File: src/rtl/rf_arb_pkg.sv
// Shared constants for the register-file write-port arbiter.
// Requester indices follow the write-back priority order.
package rf_arb_pkg;

   localparam int NUM_REQ = 3;
   localparam int ADDR_W  = 5;
   localparam int DATA_W  = 32;
   localparam int CNT_W   = 16;
   localparam int PTR_W   = 2;

   localparam int REQ_ALU = 0;
   localparam int REQ_MEM = 1;
   localparam int REQ_MDU = 2;

endpackage

File: src/rtl/rf_write_arbiter_if.sv
// Write-back request bundle and register-file write side.
// Master = requesters/observer, slave = the arbiter.
interface rf_write_arbiter_if
   import rf_arb_pkg::*;
#(
   parameter int NR = NUM_REQ,
   parameter int AW = ADDR_W,
   parameter int DW = DATA_W
);

   logic [NR-1:0]    req_valid;
   logic [NR*AW-1:0] req_addr;
   logic [NR*DW-1:0] req_data;
   logic [NR-1:0]    req_ready;
   logic             RegWre;
   logic [AW-1:0]    wr_addr;
   logic [DW-1:0]    writeData;
   logic [CNT_W-1:0] conflict_cnt;

   modport master (
      output req_valid, req_addr, req_data,
      input  req_ready, RegWre, wr_addr,
      input  writeData, conflict_cnt
   );

   modport slave (
      input  req_valid, req_addr, req_data,
      output req_ready, RegWre, wr_addr,
      output writeData, conflict_cnt
   );

endinterface

File: src/rtl/rf_arb_pick.sv
// Combinational grant picker: round-robin from rr_ptr when
// RF_WRITE_ARB_RR_EN is defined, else lowest valid index wins.
module rf_arb_pick
   import rf_arb_pkg::*;
#(
   parameter int N = NUM_REQ,
   parameter int W = PTR_W
) (
   input  logic [N-1:0] req_valid,
`ifdef RF_WRITE_ARB_RR_EN
   input  logic [W-1:0] rr_ptr,
`endif
   output logic [N-1:0] grant,
   output logic [W-1:0] gnt_idx
);

   logic found;

`ifdef RF_WRITE_ARB_RR_EN
   int j;

   // Walk N slots starting at rr_ptr, wrapping modulo N.
   always_comb begin
      grant   = '0;
      gnt_idx = '0;
      found   = 1'b0;
      j       = 0;
      for (int k = 0; k < N; k++) begin
         j = (int'(rr_ptr) + k) % N;
         if (!found && req_valid[j]) begin
            grant[j] = 1'b1;
            gnt_idx  = W'(j);
            found    = 1'b1;
         end
      end
   end
`else
   always_comb begin
      grant   = '0;
      gnt_idx = '0;
      found   = 1'b0;
      for (int k = 0; k < N; k++) begin
         if (!found && req_valid[k]) begin
            grant[k] = 1'b1;
            gnt_idx  = W'(k);
            found    = 1'b1;
         end
      end
   end
`endif

endmodule

File: src/rtl/rf_write_arbiter.sv
// Register-file write-port arbiter with registered write outputs.
// Round-robin when RF_WRITE_ARB_RR_EN is defined, else fixed priority.
module rf_write_arbiter #(
   parameter int NUM_REQ = rf_arb_pkg::NUM_REQ,
   parameter int ADDR_W  = rf_arb_pkg::ADDR_W,
   parameter int DATA_W  = rf_arb_pkg::DATA_W
) (
   input logic               CLK,
   input logic               Reset,
   rf_write_arbiter_if.slave bus
);

   import rf_arb_pkg::*;

   logic [NUM_REQ-1:0] grant;
   logic [PTR_W-1:0]   gidx;
   logic               fire;
   logic               multi;
   logic [ADDR_W-1:0]  g_addr;
   logic [DATA_W-1:0]  g_data;

   logic               wre_q;
   logic [ADDR_W-1:0]  addr_q;
   logic [DATA_W-1:0]  data_q;
   logic [CNT_W-1:0]   cnt_q;

`ifdef RF_WRITE_ARB_RR_EN
   logic [PTR_W-1:0]   rr_ptr;
`endif

   rf_arb_pick #(
      .N (NUM_REQ),
      .W (PTR_W)
   ) u_pick (
      .req_valid (bus.req_valid),
`ifdef RF_WRITE_ARB_RR_EN
      .rr_ptr    (rr_ptr),
`endif
      .grant     (grant),
      .gnt_idx   (gidx)
   );

   // No grant may leak out while reset is held.
   assign bus.req_ready = Reset ? grant : '0;
   assign fire   = |bus.req_ready;
   assign multi  = $countones(bus.req_valid) >= 2;
   assign g_addr = bus.req_addr[int'(gidx)*ADDR_W +: ADDR_W];
   assign g_data = bus.req_data[int'(gidx)*DATA_W +: DATA_W];

   always_ff @(posedge CLK) begin
      if (!Reset) begin
         wre_q  <= 1'b0;
         addr_q <= '0;
         data_q <= '0;
         cnt_q  <= '0;
      end else begin
         // Writes to x0 are consumed but never enabled.
         wre_q <= fire && (g_addr != '0);
         if (fire) begin
            addr_q <= g_addr;
            data_q <= g_data;
         end
         if (multi && (cnt_q != '1)) begin
            cnt_q <= cnt_q + 1'b1;
         end
      end
   end

`ifdef RF_WRITE_ARB_RR_EN
   always_ff @(posedge CLK) begin
      if (!Reset) begin
         rr_ptr <= '0;
      end else if (fire) begin
         rr_ptr <= (int'(gidx) == NUM_REQ - 1) ?
                   '0 : gidx + 1'b1;
      end
   end
`endif

   assign bus.RegWre       = wre_q;
   assign bus.wr_addr      = addr_q;
   assign bus.writeData    = data_q;
   assign bus.conflict_cnt = cnt_q;

endmodule
File: src/flat_wrapper.sv
// flat-port wrapper written by rule: the top's interface ports become plain ports
module rf_write_arbiter_flat import rf_arb_pkg::*;
#(
   parameter int NUM_REQ = rf_arb_pkg::NUM_REQ,
   parameter int ADDR_W  = rf_arb_pkg::ADDR_W,
   parameter int DATA_W  = rf_arb_pkg::DATA_W
)
  (CLK, Reset, bus_req_valid, bus_req_addr, bus_req_data, bus_req_ready, bus_RegWre, bus_wr_addr, bus_writeData, bus_conflict_cnt);
  rf_write_arbiter_if bus_i ();
  input logic CLK;
  input logic Reset;
  input wire logic [$bits(bus_i.req_valid)-1:0] bus_req_valid;
  input wire logic [$bits(bus_i.req_addr)-1:0] bus_req_addr;
  input wire logic [$bits(bus_i.req_data)-1:0] bus_req_data;
  output wire logic [$bits(bus_i.req_ready)-1:0] bus_req_ready;
  output wire logic [$bits(bus_i.RegWre)-1:0] bus_RegWre;
  output wire logic [$bits(bus_i.wr_addr)-1:0] bus_wr_addr;
  output wire logic [$bits(bus_i.writeData)-1:0] bus_writeData;
  output wire logic [$bits(bus_i.conflict_cnt)-1:0] bus_conflict_cnt;
  assign bus_i.req_valid = bus_req_valid;
  assign bus_i.req_addr = bus_req_addr;
  assign bus_i.req_data = bus_req_data;
  assign bus_req_ready = bus_i.req_ready;
  assign bus_RegWre = bus_i.RegWre;
  assign bus_wr_addr = bus_i.wr_addr;
  assign bus_writeData = bus_i.writeData;
  assign bus_conflict_cnt = bus_i.conflict_cnt;
  rf_write_arbiter #(.NUM_REQ(NUM_REQ), .ADDR_W(ADDR_W), .DATA_W(DATA_W)) u_core (.CLK(CLK), .Reset(Reset), .bus(bus_i));
endmodule
File: config.mk
export PLATFORM = sky130hd
export DESIGN_NAME = rf_write_arbiter_flat
export DESIGN_NICKNAME = d
export VERILOG_FILES = /design/src/rtl/rf_arb_pkg.sv /design/src/rtl/rf_write_arbiter_if.sv /design/src/rtl/rf_arb_pick.sv /design/src/rtl/rf_write_arbiter.sv /design/src/flat_wrapper.sv
export SDC_FILE = /design/constraint.sdc
export NUM_CORES = 1
export LEC_CHECK = 0
export BUFFER_PORTS_ARGS = -buffer_cell sky130_fd_sc_hd__buf_2
export CORE_UTILIZATION = 30
export DETAILED_ROUTE_END_ITERATION = 8
export PLACE_DENSITY = 0.6
export SLEW_MARGIN = 0
export SYNTH_ARGS = -nofsm -noshare
export SYNTH_HDL_FRONTEND = slang
export SYNTH_SLANG_ARGS = --single-unit
export TNS_END_PERCENT = 20
File: constraint.sdc
create_clock -name CLK -period 2.04 [get_ports CLK]
set_input_delay 0.51 -clock CLK [delete_from_list [all_inputs] [get_ports CLK]]
set_output_delay 0.51 -clock CLK [all_outputs]
set_load 0.005 [all_outputs]
=== After elaboration in Yosys (flattened, before gate mapping) ===
Index checks and enable logic that the tools add are counted.

* Shift operators: 2
* Mux-type cells: 7
* $lt $le $gt $ge: 1
* Reduce and logical (&&, ||, !) cells: 8
* Multipliers: 1
* Equality and inequality tests: 1
* Add/sub/neg operators: 3

{| class="wikitable"
|+ Operator list
! kind !! count
|-
| variable part select 96 x 8 -> 32 bit || 1
|-
| adder 32 x 1 -> 32 bit || 1
|-
| greater-or-equal comparator 32 x 3 -> 1 bit (second input constant) || 1
|-
| variable part select 15 x 32 -> 5 bit || 1
|-
| adder 16 x 1 -> 16 bit (second input constant) || 1
|-
| != test 16 bit (second input constant) || 1
|-
| multiplier 2 x 3 -> 5 bit (second input constant) || 1
|-
| two-way mux 1 bit || 5
|-
| nonzero test 5 bit || 1
|-
| logical AND 1 bit || 4
|-
| two-way mux 3 bit || 1
|-
| OR reduction 3 bit || 1
|-
| adder 1 x 1 -> 2 bit || 1
|-
| logical NOT 1 bit || 2
|-
| two-way mux 2 bit || 1
|}

* Bits in registers: 54
* Bits of input ports: 116
* Logic and storage cells: 27
* Output and inout port bits: 57

=== Logic depth before layout (Yosys ltp) ===
Gate-level depths: netlist (run 1).

* Depth in word-level cells: 11
* Gate-level depth with buffers: 9

=== Hierarchy ===
Synthesis (run 1) repeated with hierarchy kept, for this count alone.

* Cell total of the unflattened synthesis: 361
* Area, all modules: 3050.4 µm²

{| class="wikitable"
|+ By module, submodules not included
! module !! cells an instance !! area each (µm²) !! times used !! seq. area each (µm²)
|-
| rf_write_arbiter || 356 || 3009.1 || 1 || 1081.0
|-
| rf_arb_pick || 5 || 41.3 || 1 || 0.0
|}

=== Least setup slack after synthesis (run 1) ===
No wires, ideal clock.

* Path kind: input to output
* From: in bus_req_valid[0]
* To: out bus_req_ready[1]
* Buffers on the path: 3
* Cell stages on the path: 6
* Setup slack: 0.133 ns
* Data arrival time: 1.397 ns
* Path through: inv_1 ha_1 buf_2 buf_4 buf_4 and2_1

* Word-level cells in the longest chain between the ends: 5

{| class="wikitable"
|+ Ends and longest elaborated chain
! element !! line !! source
|-
| from (decl) || flat_wrapper.sv:12 || <nowiki>input wire logic [$bits(bus_i.req_valid)-1:0] bus_req_valid;</nowiki>
|-
| two-way mux 1 bit || rf_arb_pick.sv:43 || <nowiki>if (!found && req_valid[k]) begin</nowiki>
|-
| logical NOT 1 bit || rf_arb_pick.sv:43 ||
|-
| logical AND 1 bit || rf_arb_pick.sv:43 ||
|-
| two-way mux 1 bit || rf_arb_pick.sv:43 ||
|-
| two-way mux 3 bit || rf_write_arbiter.sv:44 || <nowiki>assign bus.req_ready = Reset ? grant : '0;</nowiki>
|-
| to (decl) || flat_wrapper.sv:15 || <nowiki>output wire logic [$bits(bus_i.req_ready)-1:0] bus_req_ready;</nowiki>
|}

Every way passes these cells.

=== Final worst setup path (run 1) ===
Same ends and word-level chain as after synthesis.

==> metrics.yaml, run 1 <==
min_path:
  holdPathStages: 2
  min_from: "u_core.bus.wr_addr[3]"
  hp-class: "reg -> reg"
  min_to: "u_core.bus.wr_addr[3]"
power_and_ir_drop:
  switchingPower_mw: 0.628
  peakVddDrop_uv: 287
  p_seq_share_pct: 50.7
  power_density_nw_per_um2: 498
  p_clk_share_pct: 26.2
  p_int_mw: 1.61
  comb_power_share_pct: 23.1
  p_leak_nw: 2.22
  p_sw_share_pct: 28.0
placed_design:
  io_buffer_count: 172
  dp_hpwl_um: 7510
  dpl_cell_area_um2: 4420
  place.gp.congestion: 0.857
critical_path:
  worst_path_most_repeated_cell: "buf_2"
  r2r_cells: 5
  critical_path_class: "in -> out"
  worst-r2r-setup-slack_ns: 0.29
  required_ns: 1.53
  rr_endpoint: "u_core.bus.conflict_cnt[4]"
  reg2reg_from: "u_core.bus.conflict_cnt[0]"
  startpoint_type: "input pin"
  cpMaxStageDelayCell: "ha_2"
  crit_path_cell_trace: "buf_2 > inv_1 > ha_2 > buf_4 > and2_1 > buf_2"
  crit_path_max_fanout: 7
  critPathArrivalTime_ns: 1.45
  crit_path_end_kind: "primary output"
  cpPeakStageDelay_ns: 0.27
yosys:
  synth.area.top_cells: "dfxtp_1 33%, mux2i_1 13%, a21boi_0 7.8%"
  syn_nets: 525
  synth_cell_types: 41
  ys_seq_elements: 54
  seq_area_frac_synth_pct: 32.9
  syn_area_um2: 3290
  synth_ff_type: "dfxtp_1"
  synth_edf_count: 0
  synth_top_area_share_pct: 32.9
  synthCells: 404
  ys_warn_count: 0
  syn_area_per_cell_um2: 8.15
  synth_area_leader_cell: "dfxtp_1"
  synthArstFlopShare_pct: 0
outcome:
  status: "finished clean"
sta:
  relSlewSlack_pct: 66.6
  finalSetupViolations: 0
  period_minus_slack_ns: 1.96
  fmax_mhz: 511
  finalMaxSlewViolations: 0
  period_share_pct: 95.9
  worst_pin_slew_ns: 0.488
  hold_viol: 0
  rsz0062_at_grt: "no"
  skew_ns: 0.00899
global_routing:
  antenna_found_initial: 0
  grt-ovfl-total: 0
  grt_pass1_wl_um: 15800
  grt_pass1_vias: 3241
  grt_max_degree: 38
  grtUsageTotal_pct: 17.3
drt:
  drc: 0
  routed_wl_um: 9940
  dr_wl_met3_um: 698
  vias: 3519
  dr_wl_met2_um: 4730
  antenna_left: 0
  wl_met1_um: 4330
  drt-pass1-iter-count: 4
  drt_first_iter_violations: 141
  top_layer: "met4"
  routed_via_density: 4.94
  post_drt_wl_per_cell_um: 13.9
final_layout:
  layout-drive-gt1-share_pct: 36.9
  final_common_cell: "buf_2"
  mostFrequentLayoutCells: "172 x buf_2, 57 x nand2_1, 54 x dfxtp_1"
  utilization_pct: 43.0
  fill_cells: 1086
  final_area_um2: 4500
  antenna_cells: 0
  fin_nets: 698
  area_growth_pct: 36.6
floorplanning:
  die_w_um: 107
  io_pins: 173
  core_um2: 10500
  rows: 37
  start_util_pct: 31.5
  dieArea_um2: 11400
  die-height_um: 107
clock_tree:
  post_cts_resize_count: 0
  cts_made_buffers: 5
  clockBufferDepth: 2
  clockRootBuffer: "clkbuf_8"
  clkLatencyLatePin_ns: 0.31
  cts_max_level: 2
  post_cts_buffers: 0
  cts_sinks: 54
  cts_tree: "built"
  path_clk_slew_ns: 0.09
  post_cts_hold_buffer_count: 0
flow_run:
  cap_violations: 0
-- worst max path at each step --
stage,start,endpoint,cells after the start
final,bus_req_valid[0],bus_req_ready[1],6
after global routing,bus_req_valid[0],bus_req_ready[1],6
after CTS,bus_req_valid[0],bus_req_ready[1],6
after detailed placement,bus_req_valid[0],u_core.bus.conflict_cnt[10],8
after global placement,bus_req_valid[0],u_core.bus.conflict_cnt[10],8
after floorplan,bus_req_valid[0],bus_req_ready[1],6
-- metal layers --
layer,up-vias,GRT usage (%)
met5,-,0
met4,0,6.16
met3,15,3.28
met2,118,29.8
met1,1610,21.5
li1,1776,-
-- layout make-up --
class                           count  area, µm²  area share (%)
Multi-Input combinational cell    311       2020            44.9
Timing Repair Buffer              198       1120            24.9
Clock buffer                        6       72.6            1.61
Inverter                            7       26.3           0.584
Clock inverter                      1       7.51           0.167
Tap cell                          136        170            3.79
Sequential cell                    54       1080            24.0
-- registers in the layout (all words and copies together) (netlist names) --
| signal | count |
|---|---|
| u_core.bus.RegWre | 1 |
| u_core.bus.conflict_cnt | 16 |
| u_core.bus.wr_addr | 5 |
| u_core.bus.writeData | 32 |
-- per-stage QoR --
stage | cells | TNS [ns] | setup slack [ns] | power, mW | hold slack (ns)
detailed placement | 706 | -0.0638 | -0.0638 | 1.68 | 0.444
global route | 713 | 0 | 0.00911 | 2.39 | 0.483
floorplan | 404 | 0 | 0.133 | 1.42 | 0.451
finish | 713 | 0 | 0.0840 | 2.24 | 0.457
global placement | 706 | -0.0383 | -0.0383 | 1.67 | 0.439
CTS | 713 | 0 | 0.0636 | 2.28 | 0.458
-- power groups by stage --
stage	registers [mW]	clock network, mW	logic [mW]
after floorplan	1.16	0	0.255
after global placement	1.16	0	0.514
after detailed placement	1.16	0	0.522
after CTS	1.14	0.621	0.523
after global routing	1.14	0.670	0.582
final	1.13	0.587	0.517
-- cell families after synthesis --
| logic type | share of synthesized area, % |
|---|---|
| compound gates | 20.9 |
| fa+ha+maj | 1.90 |
| buf+inv | 5.89 |
| flops | 32.9 |
| mux | 13.4 |
| simple gates | 25.1 |
-- cell usage after synthesis (2+ instances only) --
master and count:
buf_4 6, ha_1 5, nor3b_1 3, a21oi_1 5, a21boi_1 3, buf_6 2, nor3_1 4, inv_1 7
nand3_1 8, dfxtp_1 54, nor2_1 33, and3_1 34, nand4_1 3, nand2b_1 4, clkbuf_1 16, buf_2 7
nand4b_1 5, o211a_1 3, a31oi_1 2, nand2_1 57, mux2i_1 43, o311a_1 2, and2_1 3, o21bai_1 3
a21boi_0 34, o21ai_0 41, a211oi_1 2, o211ai_1 2
-- critical path, delay by kind of cell --
family | cells | cell delay, ns
and+or+nand+nor | 1 | 0.14
buffers and inverters | 4 | 0.52
adders and majority gates | 1 | 0.27
Note: power is estimated with default switching activity, not from simulation.
==> inputs of run 2 (changes only) <==
--- a/config.mk
+++ b/config.mk
@@ -6,6 +6,7 @@
 export NUM_CORES = 1
 export LEC_CHECK = 0
 export BUFFER_PORTS_ARGS = -buffer_cell sky130_fd_sc_hd__buf_2
+export CORE_MARGIN = 2
 export CORE_UTILIZATION = 30
 export DETAILED_ROUTE_END_ITERATION = 8
 export PLACE_DENSITY = 0.6
==> metrics.yaml, run 2 (synthesis results as in run 1) <==
clock_tree:
  clkLatencyLatePin_ns: 0.31
  cts_max_level: 2
  cts_sinks: 54
  path_clk_slew_ns: 0.10
  cts_made_buffers: 5
  cts_tree: "built"
  post_cts_resize_count: 0
  clockBufferDepth: 2
  post_cts_buffers: 0
  clockRootBuffer: "clkbuf_8"
  post_cts_hold_buffer_count: 0
drt:
  drc: 0
  post_drt_wl_per_cell_um: 14.1
  drt-pass1-iter-count: 4
  routed_via_density: 4.89
  routed_wl_um: 10100
  vias: 3498
  antenna_left: 0
  drt_first_iter_violations: 136
final_layout:
  utilization_pct: 41.9
  antenna_cells: 0
  fin_nets: 696
  mostFrequentLayoutCells: "172 x buf_2, 57 x nand2_1, 54 x dfxtp_1"
  area_growth_pct: 37.6
  layout-drive-gt1-share_pct: 37.0
  largest_reg_flops: 32
  final_common_cell: "buf_2"
  fill_cells: 1122
  stdcell_count: 716
power_and_ir_drop:
  power_density_nw_per_um2: 526
  p_leak_nw: 2.23
  peakVddDrop_uv: 398
floorplanning:
  die-height_um: 109
  io_pins: 173
  core_um2: 10800
  die_w_um: 109
  rows: 38
  start_util_pct: 30.5
  dieArea_um2: 11800
critical_path:
  startpoint_type: "input pin"
  worst-r2r-setup-slack_ns: 0.15
  crit_path_max_fanout: 9
  worst_path_most_repeated_cell: "buf_2"
  critical_path_class: "in -> out"
  cpMaxStageDelayCell: "ha_2"
  cpPeakStageDelay_ns: 0.28
  crit_path_end_kind: "primary output"
  crit_path_cell_trace: "buf_2 > inv_1 > ha_2 > buf_12 > and2_1 > buf_2"
  required_ns: 1.53
  critPathArrivalTime_ns: 1.41
sta:
  hold_viol: 0
  relSlewSlack_pct: 46.7
  rsz0062_at_grt: "no"
  fmax_mhz: 521
  period_share_pct: 94.2
  period_minus_slack_ns: 1.92
  finalSetupViolations: 0
  skew_ns: 0.00264
  finalMaxSlewViolations: 0
  setup_tns_ns: 0
  worst_pin_slew_ns: 0.799
  whs_ns: 0.459
placed_design:
  place.gp.congestion: 0.837
  placed_cells: 708
  dp_hpwl_um: 7820
  io_buffer_count: 172
global_routing:
  grt_pass1_wl_um: 15300
  grt-ovfl-total: 0
  antenna_found_initial: 0
  grt_max_degree: 41
  grtUsageTotal_pct: 16.3
  grt_pass1_vias: 3277
outcome:
  status: "finished clean"
flow_run:
  cap_violations: 0
min_path:
  hp-class: "reg -> reg"
## run 2: cell types whose count changed in the layout (fill, tap and decap cells not counted), sizes merged
cell      previous run  this run
clkinv               0         2
clkbuf               6         5
clkinvlp             1         0
bufinv               0         1
buf                198       196
## run 2: path summary, 6_finish.rpt
path	startpoint	endpoint	depth (start not counted)
setup reg to reg	u_core.bus.conflict_cnt[0]	u_core.bus.conflict_cnt[4]	5
hold / removal	u_core.bus.wr_addr[2]	u_core.bus.wr_addr[2]	2
hold reg to reg	u_core.bus.wr_addr[2]	u_core.bus.wr_addr[2]	2
setup / recovery	bus_req_valid[0]	bus_req_ready[1]	6
## run 2: stage by stage
step / power (mW) / area (µm²) / setup slack, ns
after floorplan: 1.42 / 3290 / 0.133
after global placement: 1.67 / 4420 / 0.0414
after detailed placement: 1.69 / 4420 / -0.0391
after CTS: 2.41 / 4530 / 0.0997
after global routing: 2.51 / 4530 / 0.0281
final: 2.38 / 4530 / 0.119
## run 2: metal layers
layer  vias to the layer above  global-route usage (%)  wire length [µm]
li1                       1764                       -                 -
met1                      1603                    19.0              4220
met4                         0                    4.03               100
met5                         -                       0                 0
met3                        11                    3.71               720
met2                       120                    29.8              5060
## run 2: critical path, delay by kind of cell
family / cells / cell delay (ns)
adder cells (fa/ha/maj): 1 / 0.28
AND/OR/NAND/NOR: 1 / 0.14
buffers and inverters: 4 / 0.47
## run 2: power breakdown
part / total, mW / switching [mW] / internal [mW]
Clock: 0.726 / 0.364 / 0.362
Sequential: 1.13 / 0.0280 / 1.11
Combinational: 0.522 / 0.251 / 0.270
## run 2: cell type report
| class | instances | area (µm²) | share of cell area (%) |
|---|---|---|---|
| Timing Repair Buffer | 196 | 1120 | 24.7 |
| Clock buffer | 5 | 68.8 | 1.52 |
| Clock inverter | 3 | 40.0 | 0.884 |
| Inverter | 7 | 26.3 | 0.580 |
| Sequential cell | 54 | 1080 | 23.9 |
| Multi-Input combinational cell | 311 | 2020 | 44.6 |
| Tap cell | 140 | 175 | 3.87 |
==> inputs of run 3 (changes only) <==
==> constraint.sdc (replaced) <==
create_clock -name CLK -period 2.04 [get_ports CLK]
set_input_delay 0.204 -clock CLK [delete_from_list [all_inputs] [get_ports CLK]]
set_output_delay 0.204 -clock CLK [all_outputs]
set_load 0.005 [all_outputs]
==> metrics.yaml, run 3 (synthesis results as in run 1) <==
sta:
  skew_ns: 0.00386
  period_minus_slack_ns: 1.79
  worst_pin_slew_ns: 0.712
  finalMaxSlewViolations: 0
  hold_viol: 0
  finalSetupViolations: 0
  setup_tns_ns: 0
  fmax_mhz: 559
  period_share_pct: 87.7
  relSlewSlack_pct: 52.5
  rsz0062_at_grt: "no"
floorplanning:
  start_util_pct: 30.5
  rows: 38
  core_um2: 10800
  io_pins: 173
  dieArea_um2: 11800
  die_w_um: 109
  die-height_um: 109
clock_tree:
  cts_max_level: 2
  cts_tree: "built"
  path_clk_slew_ns: 0.09
  post_cts_hold_buffer_count: 0
  cts_made_buffers: 5
  post_cts_resize_count: 0
  post_cts_buffers: 0
  clkLatencyLatePin_ns: 0.30
  clockBufferDepth: 2
  cts_sinks: 54
  clockRootBuffer: "clkbuf_8"
critical_path:
  reg2reg_from: "u_core.bus.conflict_cnt[4]"
  r2r_cells: 4
  crit_path_max_fanout: 7
  startpoint_type: "flip-flop"
  crit_path_end_kind: "flip-flop"
  rr_endpoint: "u_core.bus.conflict_cnt[15]"
  critPathArrivalTime_ns: 1.99
  crit_path_cell_trace: "and4_1 > nand4_4 > or4b_1 > o211a_1"
  critical_path_class: "reg -> reg"
  required_ns: 2.24
  worst-r2r-setup-slack_ns: 0.25
  cpPeakStageDelay_ns: 0.54
  cpMaxStageDelayCell: "or4b_1"
drt:
  drt-pass1-iter-count: 4
  antenna_left: 0
  post_drt_wl_per_cell_um: 14.0
  drt_first_iter_violations: 219
  drc: 0
  routed_wl_um: 9930
  vias: 3515
  routed_via_density: 4.96
global_routing:
  antenna_found_initial: 1
  grtUsageTotal_pct: 16.1
  grt_max_degree: 39
  grt_pass1_wl_um: 15300
  grt_pass1_vias: 3278
  grt-ovfl-total: 0
min_path:
  holdPathStages: 5
  min_to: "u_core.bus.writeData[16]"
  hp-class: "in -> reg"
  min_from: "bus_req_data[80]"
final_layout:
  fin_nets: 687
  area_growth_pct: 34.0
  mostFrequentLayoutCells: "172 x buf_2, 57 x nand2_1, 54 x dfxtp_1"
  largest_reg_flops: 32
  layout-drive-gt1-share_pct: 36.0
  final_common_cell: "buf_2"
  fill_cells: 1131
  final_area_um2: 4410
placed_design:
  io_buffer_count: 172
  place.gp.congestion: 0.797
  dp_hpwl_um: 7520
  dpl_cell_area_um2: 4310
power_and_ir_drop:
  peakVddDrop_uv: 295
  p_leak_nw: 2.17
  power_density_nw_per_um2: 512
flow_run:
  cap_violations: 0
outcome:
  status: "finished clean"
-- run 3: worst max-delay path: cells and delay by family (launching register included) --
family             cells  cell delay, ns
and+or+nand+nor        3            1.10
DFF                    1            0.44
AOI/OAI and AO/OA      1            0.15
-- run 3: where the power goes --
part           switching [mW]  internal (mW)
Combinational           0.244          0.246
Clock                   0.361          0.274
Sequential             0.0289           1.11
Total                   0.633           1.63
-- run 3: how the worst max path moves through the flow --
stage | start | to | slack (ns) | cells after the start
after floorplan | bus_req_valid[0] | u_core.bus.writeData[0] | 0.45 | 8
after global placement | bus_req_valid[0] | u_core.bus.writeData[15] | 0.16 | 6
after detailed placement | bus_req_valid[0] | u_core.bus.writeData[5] | 0.05 | 6
after CTS | u_core.bus.conflict_cnt[4] | u_core.bus.conflict_cnt[15] | 0.26 | 4
after global routing | u_core.bus.conflict_cnt[4] | u_core.bus.conflict_cnt[15] | 0.16 | 4
final | u_core.bus.conflict_cnt[4] | u_core.bus.conflict_cnt[15] | 0.25 | 4
-- run 3: layout make-up --
| cell class | instances | area, µm² | area share [%] |
|---|---|---|---|
| multi-input combinational | 311 | 2020 | 45.8 |
| sequential | 54 | 1080 | 24.5 |
| timing repair buffer | 187 | 1010 | 22.9 |
| tap | 140 | 175 | 3.97 |
| clock buffer | 6 | 82.6 | 1.87 |
| inverter | 7 | 26.3 | 0.596 |
| clock inverter | 2 | 12.5 | 0.284 |
| antenna | 1 | 2.50 | 0.0567 |
-- run 3: routing by layer --
| layer | vias up | GRT usage [%] | wire length, µm |
|---|---|---|---|
| met5 | - | 0 | 0 |
| met3 | 11 | 2.87 | 584 |
| met4 | 0 | 3.94 | 120 |
| met2 | 116 | 28.6 | 4880 |
| li1 | 1752 | - | - |
| met1 | 1636 | 20.2 | 4340 |
-- run 3: metrics by stage --
step	setup WS, ns	power, mW	cells	util (%)	hold slack, ns
after floorplan	0.447	1.42	404	-	0.451
after global placement	0.157	1.65	699	40.0	0.444
after detailed placement	0.0489	1.66	699	40.0	0.446
after CTS	0.257	2.29	707	40.8	0.285
after global routing	0.157	2.39	707	40.8	0.331
final	0.252	2.26	708	40.9	0.297
